### src/rtl/gray_mon_pkg.sv
// Shared state encoding, error codes and Gray decode for the gray_monitor slice.
package gray_mon_pkg;

  localparam int unsigned BIN_W = 3;

  typedef logic [1:0] state_t;
  localparam state_t IDLE    = 2'd0;
  localparam state_t ACQUIRE = 2'd1;
  localparam state_t LOCKED  = 2'd2;
  localparam state_t FAULT   = 2'd3;

  typedef logic [1:0] err_code_t;
  localparam err_code_t ERR_NONE         = 2'd0;
  localparam err_code_t ERR_ILLEGAL      = 2'd1;
  localparam err_code_t ERR_OVF_MISMATCH = 2'd2;
  localparam err_code_t ERR_OVF_DROP     = 2'd3;

  function automatic logic [BIN_W-1:0] gray2bin(input logic [BIN_W-1:0] g);
    logic [BIN_W-1:0] b;
    b[2] = g[2];
    b[1] = g[2] ^ g[1];
    b[0] = b[1] ^ g[0];
    return b;
  endfunction

endpackage

### src/rtl/gray_to_bin.sv
// 3-bit combinational Gray-to-binary converter.
module gray_to_bin
  import gray_mon_pkg::*;
(
  input  logic [BIN_W-1:0] gray,
  output logic [BIN_W-1:0] bin_c
);

  assign bin_c = gray2bin(gray);

endmodule

### src/rtl/gray_monitor.sv
// Checks a 3-bit Gray counter stream for legal hold/+1 steps, counts wraps, reports lock/fault.
// Optional macro GRAY_MON_TRACE_EN builds the ErrPrev/ErrCur fault capture registers.
module gray_monitor
  import gray_mon_pkg::*;
#(
  parameter int unsigned WRAP_W   = 8,
  parameter int unsigned LOCK_LEN = 2
) (
  input  logic              Clk,
  input  logic              Reset,
  input  logic              Clear,
  input  logic              Valid,
  input  logic [BIN_W-1:0]  GrayIn,
  input  logic              OverflowIn,
  output logic [BIN_W-1:0]  BinOut,
  output logic              Step,
  output logic              Wrap,
  output logic [WRAP_W-1:0] WrapCount,
  output logic              Locked,
  output logic              Error,
  output logic [1:0]        ErrCode,
  output logic [BIN_W-1:0]  ErrPrev,
  output logic [BIN_W-1:0]  ErrCur
);

  state_t            state_q, state_d;
  logic [BIN_W-1:0]  prev_q, prev_d;
  logic              ovf_q, ovf_d;
  logic [2:0]        run_q, run_d, run_inc;
  logic [BIN_W-1:0]  cur;
  logic [BIN_W-1:0]  delta;
  logic              is_step, is_wrap, ovf_rise, ovf_fall, upstream_rst;
  logic              checking, fault_hit;
  err_code_t         err_c;
  logic [BIN_W-1:0]  bin_d;
  logic              step_d, wrap_d;
  logic [WRAP_W-1:0] wcnt_d;
  err_code_t         code_d;

  gray_to_bin u_g2b (
    .gray  (GrayIn),
    .bin_c (cur)
  );

  // Sample classifier; an overflow fall onto zero is an upstream reset, not a fault
  always_comb begin
    delta        = cur - prev_q;
    is_step      = (delta == 3'd1);
    is_wrap      = is_step && (prev_q == 3'd7);
    ovf_rise     = !ovf_q && OverflowIn;
    ovf_fall     = ovf_q && !OverflowIn;
    upstream_rst = ovf_fall && (cur == 3'd0);
    err_c        = ERR_NONE;
    if (delta > 3'd1)
      err_c = ERR_ILLEGAL;
    else if ((ovf_rise && !is_wrap) || (is_wrap && !OverflowIn))
      err_c = ERR_OVF_MISMATCH;
    else if (ovf_fall)
      err_c = ERR_OVF_DROP;
    checking  = Valid && !Clear && !upstream_rst &&
                ((state_q == ACQUIRE) || (state_q == LOCKED));
    fault_hit = checking && (err_c != ERR_NONE);
    run_inc   = run_q + 3'd1;
  end

  always_ff @(posedge Clk or negedge Reset) begin
    if (!Reset) state_q <= IDLE;
    else        state_q <= state_d;
  end

  always_comb begin
    state_d = state_q;
    if (Clear) begin
      state_d = IDLE;
    end else if (Valid) begin
      case (state_q)
        IDLE:    state_d = ACQUIRE;
        ACQUIRE: begin
          if (upstream_rst)                             state_d = ACQUIRE;
          else if (fault_hit)                           state_d = FAULT;
          else if (is_step && (run_inc == 3'(LOCK_LEN))) state_d = LOCKED;
        end
        LOCKED: begin
          if (upstream_rst)   state_d = ACQUIRE;
          else if (fault_hit) state_d = FAULT;
        end
        default: state_d = state_q;
      endcase
    end
  end

  // Next values for the datapath registers
  always_comb begin
    prev_d = prev_q;
    ovf_d  = ovf_q;
    run_d  = run_q;
    bin_d  = BinOut;
    step_d = 1'b0;
    wrap_d = 1'b0;
    wcnt_d = WrapCount;
    code_d = ErrCode;
    if (Clear) begin
      run_d  = 3'd0;
      wcnt_d = '0;
      code_d = ERR_NONE;
    end else if (Valid) begin
      bin_d = cur;
      case (state_q)
        IDLE: begin
          prev_d = cur;
          ovf_d  = OverflowIn;
          run_d  = 3'd0;
        end
        ACQUIRE, LOCKED: begin
          if (upstream_rst) begin
            prev_d = 3'd0;
            ovf_d  = 1'b0;
            run_d  = 3'd0;
          end else begin
            prev_d = cur;
            ovf_d  = OverflowIn;
            step_d = is_step;
            wrap_d = is_wrap;
            if (is_wrap && (WrapCount != {WRAP_W{1'b1}}))
              wcnt_d = WrapCount + WRAP_W'(1);
            if (is_step && (state_q == ACQUIRE))
              run_d = run_inc;
            if (fault_hit)
              code_d = err_c;
          end
        end
        default: ;
      endcase
    end
  end

  always_ff @(posedge Clk or negedge Reset) begin
    if (!Reset) begin
      prev_q    <= '0;
      ovf_q     <= 1'b0;
      run_q     <= 3'd0;
      BinOut    <= '0;
      Step      <= 1'b0;
      Wrap      <= 1'b0;
      WrapCount <= '0;
      Locked    <= 1'b0;
      Error     <= 1'b0;
      ErrCode   <= ERR_NONE;
    end else begin
      prev_q    <= prev_d;
      ovf_q     <= ovf_d;
      run_q     <= run_d;
      BinOut    <= bin_d;
      Step      <= step_d;
      Wrap      <= wrap_d;
      WrapCount <= wcnt_d;
      Locked    <= (state_d == LOCKED);
      Error     <= (state_d == FAULT);
      ErrCode   <= code_d;
    end
  end

`ifdef GRAY_MON_TRACE_EN
  always_ff @(posedge Clk or negedge Reset) begin
    if (!Reset) begin
      ErrPrev <= '0;
      ErrCur  <= '0;
    end else if (fault_hit) begin
      ErrPrev <= prev_q;
      ErrCur  <= cur;
    end
  end
`else
  assign ErrPrev = '0;
  assign ErrCur  = '0;
`endif

endmodule

### config.mk
export PLATFORM = sky130hd
export DESIGN_NAME = gray_monitor
export DESIGN_NICKNAME = d
export VERILOG_FILES = /design/src/rtl/gray_mon_pkg.sv /design/src/rtl/gray_to_bin.sv /design/src/rtl/gray_monitor.sv
export SDC_FILE = /design/constraint.sdc
export NUM_CORES = 1
export LEC_CHECK = 0
export ABC_AREA = 1
export CORE_MARGIN = 1.5
export CORE_UTILIZATION = 41
export DETAILED_ROUTE_END_ITERATION = 16
export PLACE_DENSITY_LB_ADDON = 0.2
export SYNTH_ARGS = -nofsm -noshare
export SYNTH_HDL_FRONTEND = slang
export SYNTH_SLANG_ARGS = --single-unit
### constraint.sdc
create_clock -name Clk -period 2.4 [get_ports Clk]
set_input_delay 0.48 -clock Clk [delete_from_list [all_inputs] [get_ports Clk]]
set_output_delay 0.48 -clock Clk [all_outputs]
set_load 0.1 [all_outputs]
==> results_dict.tcl <==
set metrics [dict create \
    outcome "finished, violations left" \
    violations "setup timing" \
    grt_pass1_wl_mm 5.71 \
    synth_area_sq_um 1590 \
    post-route-min-period_ns 2.44 \
    fill_cells 352 \
    seq_area_sq_um 651 \
    synthXorXnorAreaFrac_pct 2.20 \
    hold_viol 0 \
    drv_cap 0 \
    grt_antenna_before_repair 0 \
    hold_slack_ns 0.506 \
    grt_pass1_vias 1293 \
    htree_levels 1 \
    yosysWarnings 0 \
    grt_max_degree 27 \
    clockRootBuffer "clkbuf_8" \
    firstDrtPassIters 4 \
    setup_viol 4 \
    multi_input_area_sq_um 843 \
    drc 0 \
    rows 22 \
    use_met3_pct 4.28 \
    start_util_pct 43.1 \
    ir_worst_vdd_mv 0.358 \
    worst_hold_path_type "flip-flop to flip-flop" \
    port_buffers 24 \
    postPlaceCellArea_sq_um 1970 \
    postCtsHoldBufs 0 \
    cts_buffer_depth 2 \
    period_share_pct 102 \
    postSynthCellCount 191 \
    clock_latency_ns 0.29 \
    gp_congestion 0.835 \
    place_hpwl_mm 2.46 \
    wl_per_cell_um 11.9 \
    powerDensity_nw_per_um2 640 \
    drive_above_1_share_pct 32.6 \
    rsz0062_at_grt "yes" \
    yosysSeqAreaShare_pct 40.9 \
    yosys.area_share.simple_pct 25.8 \
    routed_wl_mm 3.38 \
    drt_iter0_drc 72 \
    p_leak_uw 0.00103 \
    grt_overflow 0 \
    die_w_um 65.3 \
    viasPerCell 4.81 \
    path_class "input pin to flip-flop" \
    nets 255 \
    yosys.area_share.adder_pct 8.33 \
    critPathArrivalTime_ns 2.62 \
    synth_compound_area_share_pct 10.5 \
    synthMuxAreaShare_pct 0 \
    path_clk_slew_ns 0.10 \
    max_freq_mhz 409 \
    coreArea_sq_um 3690 \
    top_usage_layer "met2" \
    cts_made_buffers 3 \
    avgSynthCellArea_sq_um 8.33 \
    fp.dieArea_sq_um 4260 \
    syn_to_final_growth_pct 33.0 \
    crit_path_end_kind "flip-flop" \
    chipHeight_um 65.3 \
    pin_count 31 \
    cts_sinks 26 \
    fin_area_sq_um 2120 \
    antenna_cells 0 \
    synth_top_family_by_area "simple AND/OR/NAND/NOR gates" \
    grtUsageMet2_pct 28.3 \
    cp.required_ns 2.58 \
    grtUsageMet1_pct 22.4 \
    skew_ns 0.0126 \
    cts_tree "built" \
    synth-seq-cells 26 \
    total_power_uw 1350 \
    cp-start-kind "input pin" \
    cp_max_fo 3 \
    grt_usage_pct 17.6 \
    setup_tns_ns -0.148 \
    antenna_left 0 \
    r2r_setup_slack_ns 0.25 \
    vias 1366 \
    drv_slew 0 \
    synth_cell_types 31 \
    fin_ws_ns -0.0421 \
]
[routing by layer]
| layer | wire, um | up-vias |
|---|---|---|
| met4 | 60 | 0 |
| met5 | 0 | - |
| met2 | 1540 | 37 |
| li1 | - | 689 |
| met1 | 1590 | 634 |
| met3 | 190 | 6 |
[cells in the mapped netlist (all sizes together)]
library cell  number  share of area, %
a22oi              1              0.47
buf                7               3.5
o31ai              5               2.4
a21boi             1              0.47
nand2             34               9.0
ha                 9               7.1
xnor2              3               1.7
nor3               5               2.8
fa                 1               1.3
nor2              17               4.6
clkinv             1              0.31
inv               35               8.3
o22ai              1              0.39
xor2               1              0.55
a21oi              7               2.2
nand3             16               6.6
conb               1              0.24
and3               1              0.39
dfrtp             26                41
o21ai             13               4.1
o211ai             1              0.47
nand4              5               2.4
[sequential cells by signal (all words and copies together) (netlist names)]
name	flops
Error	1
Step	1
ovf_q	1
ErrCode	2
prev_q	3
WrapCount	8
state_q	2
Locked	1
BinOut	3
run_q	3
Wrap	1
[cell usage in the layout, fill, tap and decap left out, types with 3 or more instances in the layout]
master           instances
a21oi_1                  7
buf_4                   36
clkbuf_8                 3
clkdlybuf4s50_1          4
conb_1                   6
dfrtp_1                 26
ha_1                     7
inv_1                   28
inv_2                    6
nand2_1                 25
nand2_2                  8
nand3_1                 11
nand3_2                  4
nand4_1                  4
nor2_1                  13
nor3_2                   4
o21ai_0                  8
o21ai_1                  5
o31ai_1                  5
[what timing repair did]
| action | CTS | global route |
|---|---|---|
| setup endpoints to repair | 17 | 14 |
| hold endpoints to repair | 0 | 0 |
| pin swaps | 10 | 14 |
| gates resized for setup | 25 | 6 |
| setup buffers | 3 | 1 |
[final timing paths]
check,depth (start not counted),endpoint,from
worst max-delay path,17,state_q[1],GrayIn[1]
max in group asynchronous,2,run_q[1],Reset
worst min register to register,2,BinOut[1],BinOut[1]
worst max register to register,13,state_q[1],prev_q[0]
min in group asynchronous,2,BinOut[0],Reset
worst min-delay path,2,BinOut[1],BinOut[1]
[cell type report]
cell class / instances / share of cell area (%)
clock buffers: 3 / 1.95
clock inverters: 1 / 1.42
well taps: 48 / 2.84
repair buffers: 43 / 16.5
multi-input cells: 127 / 39.8
inverters: 36 / 6.74
flip-flops and latches: 26 / 30.7
[cells by family after synthesis]
| group | after synthesis |
|---|---|
| adders and majority gates | 10 |
| AOI/OAI and AO/OA | 29 |
| xor gates and xnor gates | 4 |
| buffers and inverters | 43 |
| other | 1 |
| DFF | 26 |
| and+or+nand+nor | 78 |
[power by group]
group	leakage, uW	internal, uW	switching, uW
clock	0.0000357	224	149
sequential	0.000346	467	22.4
combinational	0.000652	158	334
[through the flow]
stage | cells | worst slack (ns) | util, %
2_1_floorplan | 196 | -0.0410 | -
3_3_place_gp | 276 | -0.687 | 53.5
3_5_place_dp | 276 | -0.758 | 53.5
4_1_cts | 283 | -0.0355 | 56.9
5_1_grt | 284 | -0.165 | 57.4
6_report | 284 | -0.0421 | 57.4
[critical path: stages]
cell and delay (ns):
buf_8 0.10, xnor2_4 0.14, ha_4 0.27, inv_4 0.04, ha_4 0.14, inv_2 0.05
fa_2 0.45, nor2_4 0.13, nand4_1 0.15, nand2_1 0.13, nand4_1 0.10, nand2_2 0.11
nand2_1 0.06, nand2_1 0.09, nand2_2 0.07, nand2_2 0.06, inv_1 0.04
(Power assumes the default switching activity.)
